==> config.mk <==
export PLATFORM = sky130hd
export DESIGN_NAME = dmem_arbiter
export DESIGN_NICKNAME = d
export VERILOG_FILES = /design/src/rtl/dmem_arbiter.sv
export SDC_FILE = /design/constraint.sdc
export NUM_CORES = 1
export LEC_CHECK = 0
export CAP_MARGIN = 20
export CORE_MARGIN = 10
export CORE_UTILIZATION = 35
export DETAILED_ROUTE_END_ITERATION = 10
export PLACE_DENSITY_LB_ADDON = 0.15
export REMOVE_ABC_BUFFERS = 1
export SLEW_MARGIN = 5
export SYNTH_ARGS = -nofsm -noshare
export SYNTH_HDL_FRONTEND = slang
export SYNTH_SLANG_ARGS = --single-unit
==> constraint.sdc <==
create_clock -name clk -period 1.7 [get_ports clk]
set_input_delay 0.17 -clock clk [delete_from_list [all_inputs] [get_ports clk]]
set_output_delay 0.17 -clock clk [all_outputs]
set_load 0.05 [all_outputs]
==> src/rtl/dmem_arbiter.sv <==
// dmem_arbiter: arbitrates two requesters (CPU load/store on port 0, loader/debug
// master on port 1) onto the single-port data memory. A winning command is latched
// in IDLE, presented to the memory for exactly one ACCESS cycle, and read data is
// returned through per-port registers one cycle later.
module dmem_arbiter #(
    parameter int unsigned ADDR_W     = 6,
    parameter int unsigned DATA_W     = 16,
    parameter int unsigned FIXED_PRIO = 0
) (
    input  logic              clk,
    input  logic              reset,

    // Port 0: CPU load/store path
    input  logic              req0,
    input  logic              we0,
    input  logic [ADDR_W-1:0] addr0,
    input  logic [DATA_W-1:0] wdata0,
    output logic              gnt0,
    output logic              rvalid0,
    output logic [DATA_W-1:0] rdata0,

    // Port 1: loader/debug master
    input  logic              req1,
    input  logic              we1,
    input  logic [ADDR_W-1:0] addr1,
    input  logic [DATA_W-1:0] wdata1,
    output logic              gnt1,
    output logic              rvalid1,
    output logic [DATA_W-1:0] rdata1,

    // Data memory side
    output logic              mem_read,
    output logic              mem_write,
    output logic [15:0]       mem_addr,
    output logic [DATA_W-1:0] mem_wr_data,
    input  logic [DATA_W-1:0] mem_rd_data,

    output logic              busy
);

    typedef enum logic [0:0] {
        StIdle,
        StAccess
    } state_e;

    state_e            state_q, state_d;

    // Port that owns the current/most recent access (0 or 1).
    logic              winner_q, winner_d;
    // Round-robin history: the port granted most recently.
    logic              last_q, last_d;

    // Latched command presented to the memory during ACCESS.
    logic              cmd_we_q, cmd_we_d;
    logic [ADDR_W-1:0] cmd_addr_q, cmd_addr_d;
    logic [DATA_W-1:0] cmd_wdata_q, cmd_wdata_d;

    // Read return registers.
    logic              rvalid0_q, rvalid1_q;
    logic [DATA_W-1:0] rdata0_q, rdata1_q;

    // Port chosen if an arbitration happens this cycle.
    logic              pick;

    // Arbitration: single requester wins outright; ties go to port 0 in fixed mode,
    // otherwise to the port that was not granted last.
    always_comb begin
        pick = 1'b0;
        if (req0 && req1) begin
            pick = (FIXED_PRIO != 0) ? 1'b0 : ~last_q;
        end else begin
            pick = req1;
        end
    end

    // Next-state logic: IDLE latches the winning command, ACCESS always lasts one cycle.
    always_comb begin
        state_d     = state_q;
        winner_d    = winner_q;
        last_d      = last_q;
        cmd_we_d    = cmd_we_q;
        cmd_addr_d  = cmd_addr_q;
        cmd_wdata_d = cmd_wdata_q;

        unique case (state_q)
            StIdle: begin
                if (req0 || req1) begin
                    state_d     = StAccess;
                    winner_d    = pick;
                    last_d      = pick;
                    cmd_we_d    = pick ? we1    : we0;
                    cmd_addr_d  = pick ? addr1  : addr0;
                    cmd_wdata_d = pick ? wdata1 : wdata0;
                end
            end
            StAccess: begin
                // Requests arriving now are only sampled once back in IDLE.
                state_d = StIdle;
            end
            default: begin
                state_d = StIdle;
            end
        endcase
    end

    // State and command registers.
    always_ff @(posedge clk) begin
        if (reset) begin
            state_q     <= StIdle;
            winner_q    <= 1'b0;
            last_q      <= 1'b1;
            cmd_we_q    <= 1'b0;
            cmd_addr_q  <= '0;
            cmd_wdata_q <= '0;
        end else begin
            state_q     <= state_d;
            winner_q    <= winner_d;
            last_q      <= last_d;
            cmd_we_q    <= cmd_we_d;
            cmd_addr_q  <= cmd_addr_d;
            cmd_wdata_q <= cmd_wdata_d;
        end
    end

    // Outputs decoded from state and latched command only; no path from req to gnt.
    always_comb begin
        busy        = (state_q == StAccess);
        gnt0        = busy & ~winner_q;
        gnt1        = busy &  winner_q;
        mem_write   = busy &  cmd_we_q;
        mem_read    = busy & ~cmd_we_q;
        mem_addr    = '0;
        mem_addr[ADDR_W-1:0] = cmd_addr_q;
        mem_wr_data = cmd_wdata_q;
    end

    // Read return: capture memory data at the end of a read ACCESS; reset aborts it.
    always_ff @(posedge clk) begin
        if (reset) begin
            rvalid0_q <= 1'b0;
            rvalid1_q <= 1'b0;
            rdata0_q  <= '0;
            rdata1_q  <= '0;
        end else begin
            rvalid0_q <= mem_read & ~winner_q;
            rvalid1_q <= mem_read &  winner_q;
            if (mem_read && !winner_q) begin
                rdata0_q <= mem_rd_data;
            end
            if (mem_read && winner_q) begin
                rdata1_q <= mem_rd_data;
            end
        end
    end

    assign rvalid0 = rvalid0_q;
    assign rvalid1 = rvalid1_q;
    assign rdata0  = rdata0_q;
    assign rdata1  = rdata1_q;

    // Structural invariants of the arbiter.
    a_strobe_excl: assert property (@(posedge clk) disable iff (reset)
        !(mem_read && mem_write));
    a_gnt_excl: assert property (@(posedge clk) disable iff (reset)
        !(gnt0 && gnt1));
    a_access_one_cycle: assert property (@(posedge clk) disable iff (reset)
        (state_q == StAccess) |=> (state_q == StIdle));

endmodule

# Word-level counts from Yosys, hierarchy flattened
# Cells that the tools add are included.
totals:
  ff_bits: 60
  word_cells: 32
classes:
  n_mux: 6
  n_bitwise: 10
  n_reduce_logical: 6
ops:
  columns: ["cell", "count"]
  rows:
  - ["$mux 16", 1]
  - ["$and 1x1->1", 6]
  - ["$mux 6", 1]
  - ["$not 1->1", 4]
  - ["$logic_and 1x1->1", 3]
  - ["$mux 1", 3]
  - ["$pmux 1 s2", 1]
  - ["$reduce_and 2->1", 1]
  - ["$logic_not 1->1", 1]
  - ["$logic_or 1x1->1", 1]

# Depth between registers and ports, before layout
# Gate-level depths: netlist of run 1.
logic_depth:
  word_depth: 3
  ltp_mapped: 5
  depth_no_buf: 3

# Worst setup path after synthesis of run 1
# No wires, ideal clock.
synth_path:
  path_type: "register -> output"
  start: "register state_q, in the netlist busy"
  end: "output gnt0"
  arrival_ns: 1.605
  required_time_ns: 1.530
  path_slack_ns: -0.075
  stages_incl_launch_ff: 3
  path_buffers: 1
  cell_sequence: "dfxtp_1 buf_4 nor2b_1"
synth_between:
  elab_chain_cells: 1
synth_lines:
  columns: ["item", "line", "source"]
  rows:
  - ["start: declaration", "46", "state_e state_q, state_d;"]
  - ["start signal: assignment", "109", "state_q <= StIdle;"]
  - ["start signal: assignment", "116", "state_q <= state_d;"]
  - ["$and 1x1->1", "128", "gnt0 = busy & ~winner_q;"]
  - ["end: declaration", "18", "output logic gnt0,"]
# No other way between the ends.

# Final worst setup path of run 1
layout_path:
  start: "register rdata0_q[8], in the netlist rdata0[8]"
  end: "output rdata0[8]"
layout_lines:
  columns: ["item", "line", "source"]
  rows:
  - ["start: declaration", "60", "logic [DATA_W-1:0] rdata0_q, rdata1_q;"]
  - ["start signal: assignment", "148", "rdata0_q <= mem_rd_data;"]
  - ["end: declaration", "20", "output logic [DATA_W-1:0] rdata0,"]
# No word-level cell between the ends.

==> results of run 1 <==
==> final cells by class <==
class	count	area, sq um
clock inverters	1	30.0
repair buffers	134	1340
clock buffers	14	173
well taps	96	120
multi-input cells	218	1080
flip-flops and latches	60	1200
fillers	648	2920
==> synth_stat cells <==
master / count / area share [%]
nand3b_1: 1 / 0.30
nor3b_1: 1 / 0.30
and3b_1: 1 / 0.35
o21bai_2: 1 / 0.45
buf_4: 16 / 4.8
a211oi_1: 22 / 6.6
a21oi_1: 55 / 11
nor3b_4: 1 / 0.75
nand2b_1: 1 / 0.25
or3b_1: 1 / 0.35
a211oi_2: 1 / 0.50
nor2b_1: 2 / 0.50
nor2_1: 27 / 4.0
and2_1: 2 / 0.50
a211o_1: 1 / 0.35
a2bb2oi_1: 1 / 0.35
conb_1: 1 / 0.15
nand2_1: 87 / 13
dfxtp_1: 60 / 48
a21boi_4: 1 / 0.75
a21bo_4: 1 / 0.65
buf_2: 2 / 0.40
buf_6: 6 / 2.7
o21ba_4: 1 / 0.65
clkbuf_8: 3 / 1.6
clkbuf_1: 5 / 0.75
==> cell families after synthesis <==
family	after synthesis
simple gates	124
other cells	1
buf+inv	32
compound gates	84
flops	60
==> how the worst max path moves through the flow <==
stage	endpoint	depth (start not counted)
finish	rdata0[8]	1
global placement	mem_wr_data[0]	4
CTS	rdata1[8]	1
detailed placement	mem_wr_data[5]	4
global route	rdata1[1]	1
floorplan	gnt0	1
==> flip-flops by register name, summed over array words and instances, names as in the netlist <==
register / count
winner_q: 1
cmd_addr_q: 6
busy: 1
rdata1: 16
rvalid1: 1
mem_wr_data: 16
rdata0: 16
last_q: 1
cmd_we_q: 1
rvalid0: 1
==> layer usage <==
metal	part of all wire, %	routed length, um	track usage, %
met5	0	0	0
met3	12	940	8.54
met4	0.60	47	2.94
met2	44	3420	20.9
met1	43	3370	15.3
==> per-stage QoR <==
stage          TNS, ps  util, %
2_1_floorplan    -50.6        -
3_3_place_gp         0     54.4
3_5_place_dp         0     54.4
4_1_cts              0     57.3
5_1_grt              0     57.4
6_report             0     57.4
==> power groups by stage <==
| stage | Clock, W | Sequential, W | Combinational (W) |
|---|---|---|---|
| after floorplan | 0 | 0.00188 | 0.000286 |
| after global placement | 0 | 0.00158 | 0.00104 |
| after detailed placement | 0 | 0.00158 | 0.00104 |
| after CTS | 0.00133 | 0.00155 | 0.00104 |
| after global routing | 0.00140 | 0.00157 | 0.00110 |
| final | 0.00131 | 0.00155 | 0.00103 |
==> repair_timing <==
item                       CTS  global route
gates resized for setup      0             4
setup buffers                0             0
hold endpoints to repair     0             0
setup endpoints to repair    0             4
==> results.cfg, run 1 <==
[power]
peakVddDrop_mv = 0.486
power_w = 0.00390
switchingPower_w = 0.00121
power_leakage_nw = 1.62
p_per_area_mw_per_mm2 = 987
clock_power_share_pct = 33.6
p_sw_share_pct = 31.0
comb_power_share_pct = 26.5
internal_power_w = 0.00269
pwr-share-seq_pct = 39.9

[run_status]
status = finished, final reports clean

[place]
placed_cells = 508
dp_slack_ps = 109
dp_hpwl_um = 5780
place_congestion = 0.786
port_buffers = 126
dpl_cell_area_sq_mm = 0.00373

[yosys]
synth_compound_area_share_pct = 21.3
synth-simple-area-share_pct = 20.4
synth_seq_cells = 60
synth_mux_area_share_pct = 0
seq_area_frac_synth_pct = 47.9
synth_xor_area_share_pct = 0
postSynthAreaPerCell_sq_um = 8.33
synth_adder_area_share_pct = 0
synth_top_family_by_area = compound AO/OA/AOI/OAI gates
yosys.cell_types.count = 26
synth_area_sq_mm = 0.00251
synth-warning-count = 0
syn-instance-count = 301

[floorplanning]
dieArea_sq_mm = 0.0109
chipWidth_um = 105
rows = 30
die_h_um = 105
design.core.area_sq_mm = 0.00687
initial_utilization_pct = 36.5
io_pins = 137

[setup_path]
crit_required_ps = 1530
critPathTopFamily = buffers and inverters
startpoint = rdata0[8]
ff2ff_path_depth = 3
r2r-end = rdata0[5]
crit_chain = clkdlybuf4s50_1
worst-path-buf-inv = 1
cp-end-kind = output port
worstPathArrival_ps = 1480
r2r-start = cmd_we_q
critical-path-max-stage-delay_ps = 820
crit_slowest_cell = clkdlybuf4s50_1
start_kind = flop
crit_type = reg -> out
critPathMaxFanout = 2
r2r_setup_slack_ps = 280

[clock_tree]
holdBufCountCts = 0
cts_tree = done
cts_buffer_depth = 2
clk_pin_slew_ps = 60
cts_max_level = 3
insertion_delay_ps = 320
cts_inserted_buffers = 9
clock-root-buffer = clkbuf_8
clock-sinks = 60

[sta]
tightest_slew_ps = 622
max_freq_mhz = 605
rsz0062_at_grt = no
hold_viol = 0
fin_ws_ps = 46.5
drv_slew = 0
skew_ps = 7.69
holdWs_ps = 313
fin_crit_sh_pct = 97.3
relSlewSlack_pct = 58.5
finalSetupViolations = 0
period_needed_ps = 1650

[global_route]
grt_usage_pct = 13.5
grt_pass1_wl_um = 12300
grt-ovfl-total = 0
grt_antenna_before_repair = 0
grt_pass1_vias = 2393
grt_max_degree = 37

[detailed_routing]
antenna_left = 0
drt_pre_antenna_iters = 5
route.detailed.drc = 0
post_drt_wl_per_cell_um = 14.9
vias_per_cell = 4.62
routed_wirelength_um = 7780
first_iter_violations = 66
via_count = 2418

[worst_hold_path]
min_path_type = in -> reg
hold_depth = 2
hold_path_end = winner_q
min-delay-start = reset

[cells_and_area]
final_common_cell = clkdlybuf4s50_1
n_antenna_cell = 0
nets = 489
layout_common_cells = 92 x clkdlybuf4s50_1, 87 x nand2_1, 60 x dfxtp_1
layout.cells.non_filler = 523
drive_above_1_share_pct = 13.3
areaGrowthSynthToFinish_pct = 57.5
final_cell_area_sq_mm = 0.00395

[flow_run]
drv_cap = 0
(Power assumes the default switching activity.)
==> run 2, diff against run 1 <==
--- a/config.mk
+++ b/config.mk
@@ -5,10 +5,13 @@
 export SDC_FILE = /design/constraint.sdc
 export NUM_CORES = 1
 export LEC_CHECK = 0
+export ABC_AREA = 1
 export CAP_MARGIN = 20
+export CORE_ASPECT_RATIO = 1.25
 export CORE_MARGIN = 10
 export CORE_UTILIZATION = 35
 export DETAILED_ROUTE_END_ITERATION = 10
+export MAX_ROUTING_LAYER = met4
 export PLACE_DENSITY_LB_ADDON = 0.15
 export REMOVE_ABC_BUFFERS = 1
 export SLEW_MARGIN = 5
==> results.cfg, run 2 <==
[floorplanning]
io_pins = 137
die_h_um = 119
dieArea_sq_mm = 0.0118
design.core.area_sq_mm = 0.00770
rows = 36
chipWidth_um = 99.1
initial_utilization_pct = 35.5

[worst_hold_path]
hold_path_end = rdata0[14]
hold_depth = 2
min_path_type = reg -> reg
min-delay-start = rdata0[14]

[global_route]
grt_pass1_vias = 2840
grt_antenna_before_repair = 0
grt_usage_pct = 14.5
grt-ovfl-total = 0
grt_pass1_wl_um = 14000
grt_max_degree = 48

[detailed_routing]
first_iter_violations = 100
route.detailed.drc = 0
drt_pre_antenna_iters = 4
antenna_left = 0
routed_wirelength_um = 8460
post_drt_wl_per_cell_um = 13.6
via_count = 2796
vias_per_cell = 4.50

[power]
pwr-share-seq_pct = 36.5
peakVddDrop_mv = 0.527
comb_power_share_pct = 27.1
internal_power_w = 0.00294
p_per_area_mw_per_mm2 = 980
p_sw_share_pct = 31.0
switchingPower_w = 0.00132
clock_power_share_pct = 36.4
power_leakage_nw = 2.15
power_w = 0.00427

[setup_path]
crit_type = reg -> out
r2r-start = cmd_we_q
critPathMaxFanout = 2
worstPathArrival_ps = 1480
crit_chain = clkdlybuf4s50_1
start_kind = flop
critical-path-max-stage-delay_ps = 820
cp-end-kind = output port
crit_required_ps = 1530
critPathTopFamily = buffers and inverters
crit_slowest_cell = clkdlybuf4s50_1
ff2ff_path_depth = 4
r2r-end = rdata0[12]
r2r_setup_slack_ps = 410
worst-path-buf-inv = 1

[cells_and_area]
n_antenna_cell = 0
nets = 588
drive_above_1_share_pct = 9.70
layout_common_cells = 93 x clkdlybuf4s50_1, 90 x nand2_1, 84 x nor2_1
areaGrowthSynthToFinish_pct = 59.1
final_common_cell = clkdlybuf4s50_1
final_cell_area_sq_mm = 0.00435
final_util_pct = 56.5

[place]
dpl_cell_area_sq_mm = 0.00408
port_buffers = 126
dp_hpwl_um = 6290
place_congestion = 0.787

[yosys]
seq_area_frac_synth_pct = 43.9
ys.flop_type = dfxtp_1
post-synth-top-area-fraction_pct = 43.9
postSynthAreaPerCell_sq_um = 6.86
synth.most_common_cell = nand2_1
synth-edff-count = 0
synth_seq_cells = 60
yosys.cell_types.count = 17
synth.area.top_cells = dfxtp_1 44%, nand2_1 12%, nor2_1 12%
synthTopCellsByCount = 90 x nand2_1, 84 x nor2_1, 60 x dfxtp_1, 41 x nand3_1, 26 x inv_1
synth-warning-count = 0
synth_area_sq_mm = 0.00274
synth_top_cell_by_area = dfxtp_1
async_reset_ff_share_pct = 0
syn-instance-count = 399

[flow_run]
drv_cap = 0

[clock_tree]
cts_max_level = 3
cts_tree = done
cts_setup_buffers = 0
holdBufCountCts = 0
clock-root-buffer = clkbuf_8
cts_inserted_buffers = 9
cts_resized = 0
clk_pin_slew_ps = 70
insertion_delay_ps = 320
cts_buffer_depth = 2
clock-sinks = 60

[sta]
max_freq_mhz = 604
holdWs_ps = 459
rsz0062_at_grt = no
relSlewSlack_pct = 63.7
period_needed_ps = 1650
finalSetupViolations = 0
drv_slew = 0
tightest_slew_ps = 543
skew_ps = 7.99
hold_viol = 0
fin_crit_sh_pct = 97.3

[run_status]
status = finished, final reports clean
## run 2: cell count changes after synthesis, sizes merged, moves of 22 or more
cell,previous run,this run
a211oi,23,0
a21boi,1,23
nor2,27,86
nand3,0,41
inv,0,28
a21oi,55,17
## run 2: metrics by stage
| step | std cells | TNS, ps | worst slack [ps] |
|---|---|---|---|
| 6_report | 621 | 0 | 45.3 |
| 5_1_grt | 621 | 0 | 0.689 |
| 4_1_cts | 621 | 0 | 18.1 |
| 3_5_place_dp | 606 | 0 | 72.8 |
| 3_3_place_gp | 606 | 0 | 96.2 |
| 2_1_floorplan | 373 | -3670 | -219 |
## run 2: cells by family after synthesis
family | synth area share (%)
AOI/OAI and AO/OA | 12.7
buffers and inverters | 10.9
and+or+nand+nor | 32.4
other | 0.137
DFF | 43.9
## run 2: layer usage
metal / share of wire, % / wire [um] / up-vias / GRT usage (%)
met5: 0 / 0 / - / -
met1: 45 / 3810 / 1206 / 16.8
met3: 9.8 / 831 / 4 / 6.42
met2: 45 / 3780 / 112 / 22.5
li1: - / - / 1474 / -
met4: 0.47 / 40 / 0 / 3.23
## run 2: layout make-up
| class | count | area (sq um) |
|---|---|---|
| Fill cell | 772 | 3350 |
| Timing Repair Buffer | 138 | 1420 |
| Multi-Input combinational cell | 285 | 1270 |
| Sequential cell | 60 | 1200 |
| Clock buffer | 10 | 138 |
| Tap cell | 95 | 119 |
| Inverter | 28 | 105 |
| Clock inverter | 5 | 100 |
## run 2: worst max path at each step
stage                   start              end  slack, ps  cells past startpoint
2_1_floorplan            busy        rdata0[0]       -220                      5
3_3_place_gp             req1  mem_wr_data[10]        100                      8
3_5_place_dp             req1  mem_wr_data[10]         70                      8
4_1_cts        mem_wr_data[5]   mem_wr_data[5]         20                      1
5_1_grt             rdata0[8]        rdata0[8]        0.7                      1
6_report           rdata1[10]       rdata1[10]         50                      1
## run 2: power by group through the flow
stage               Sequential (W)  Combinational, W  Clock, W
floorplan                  0.00189          0.000357         0
global placement           0.00159           0.00116         0
detailed placement         0.00159           0.00117         0
CTS                        0.00156           0.00117   0.00160
global route               0.00157           0.00125   0.00166
finish                     0.00156           0.00116   0.00155
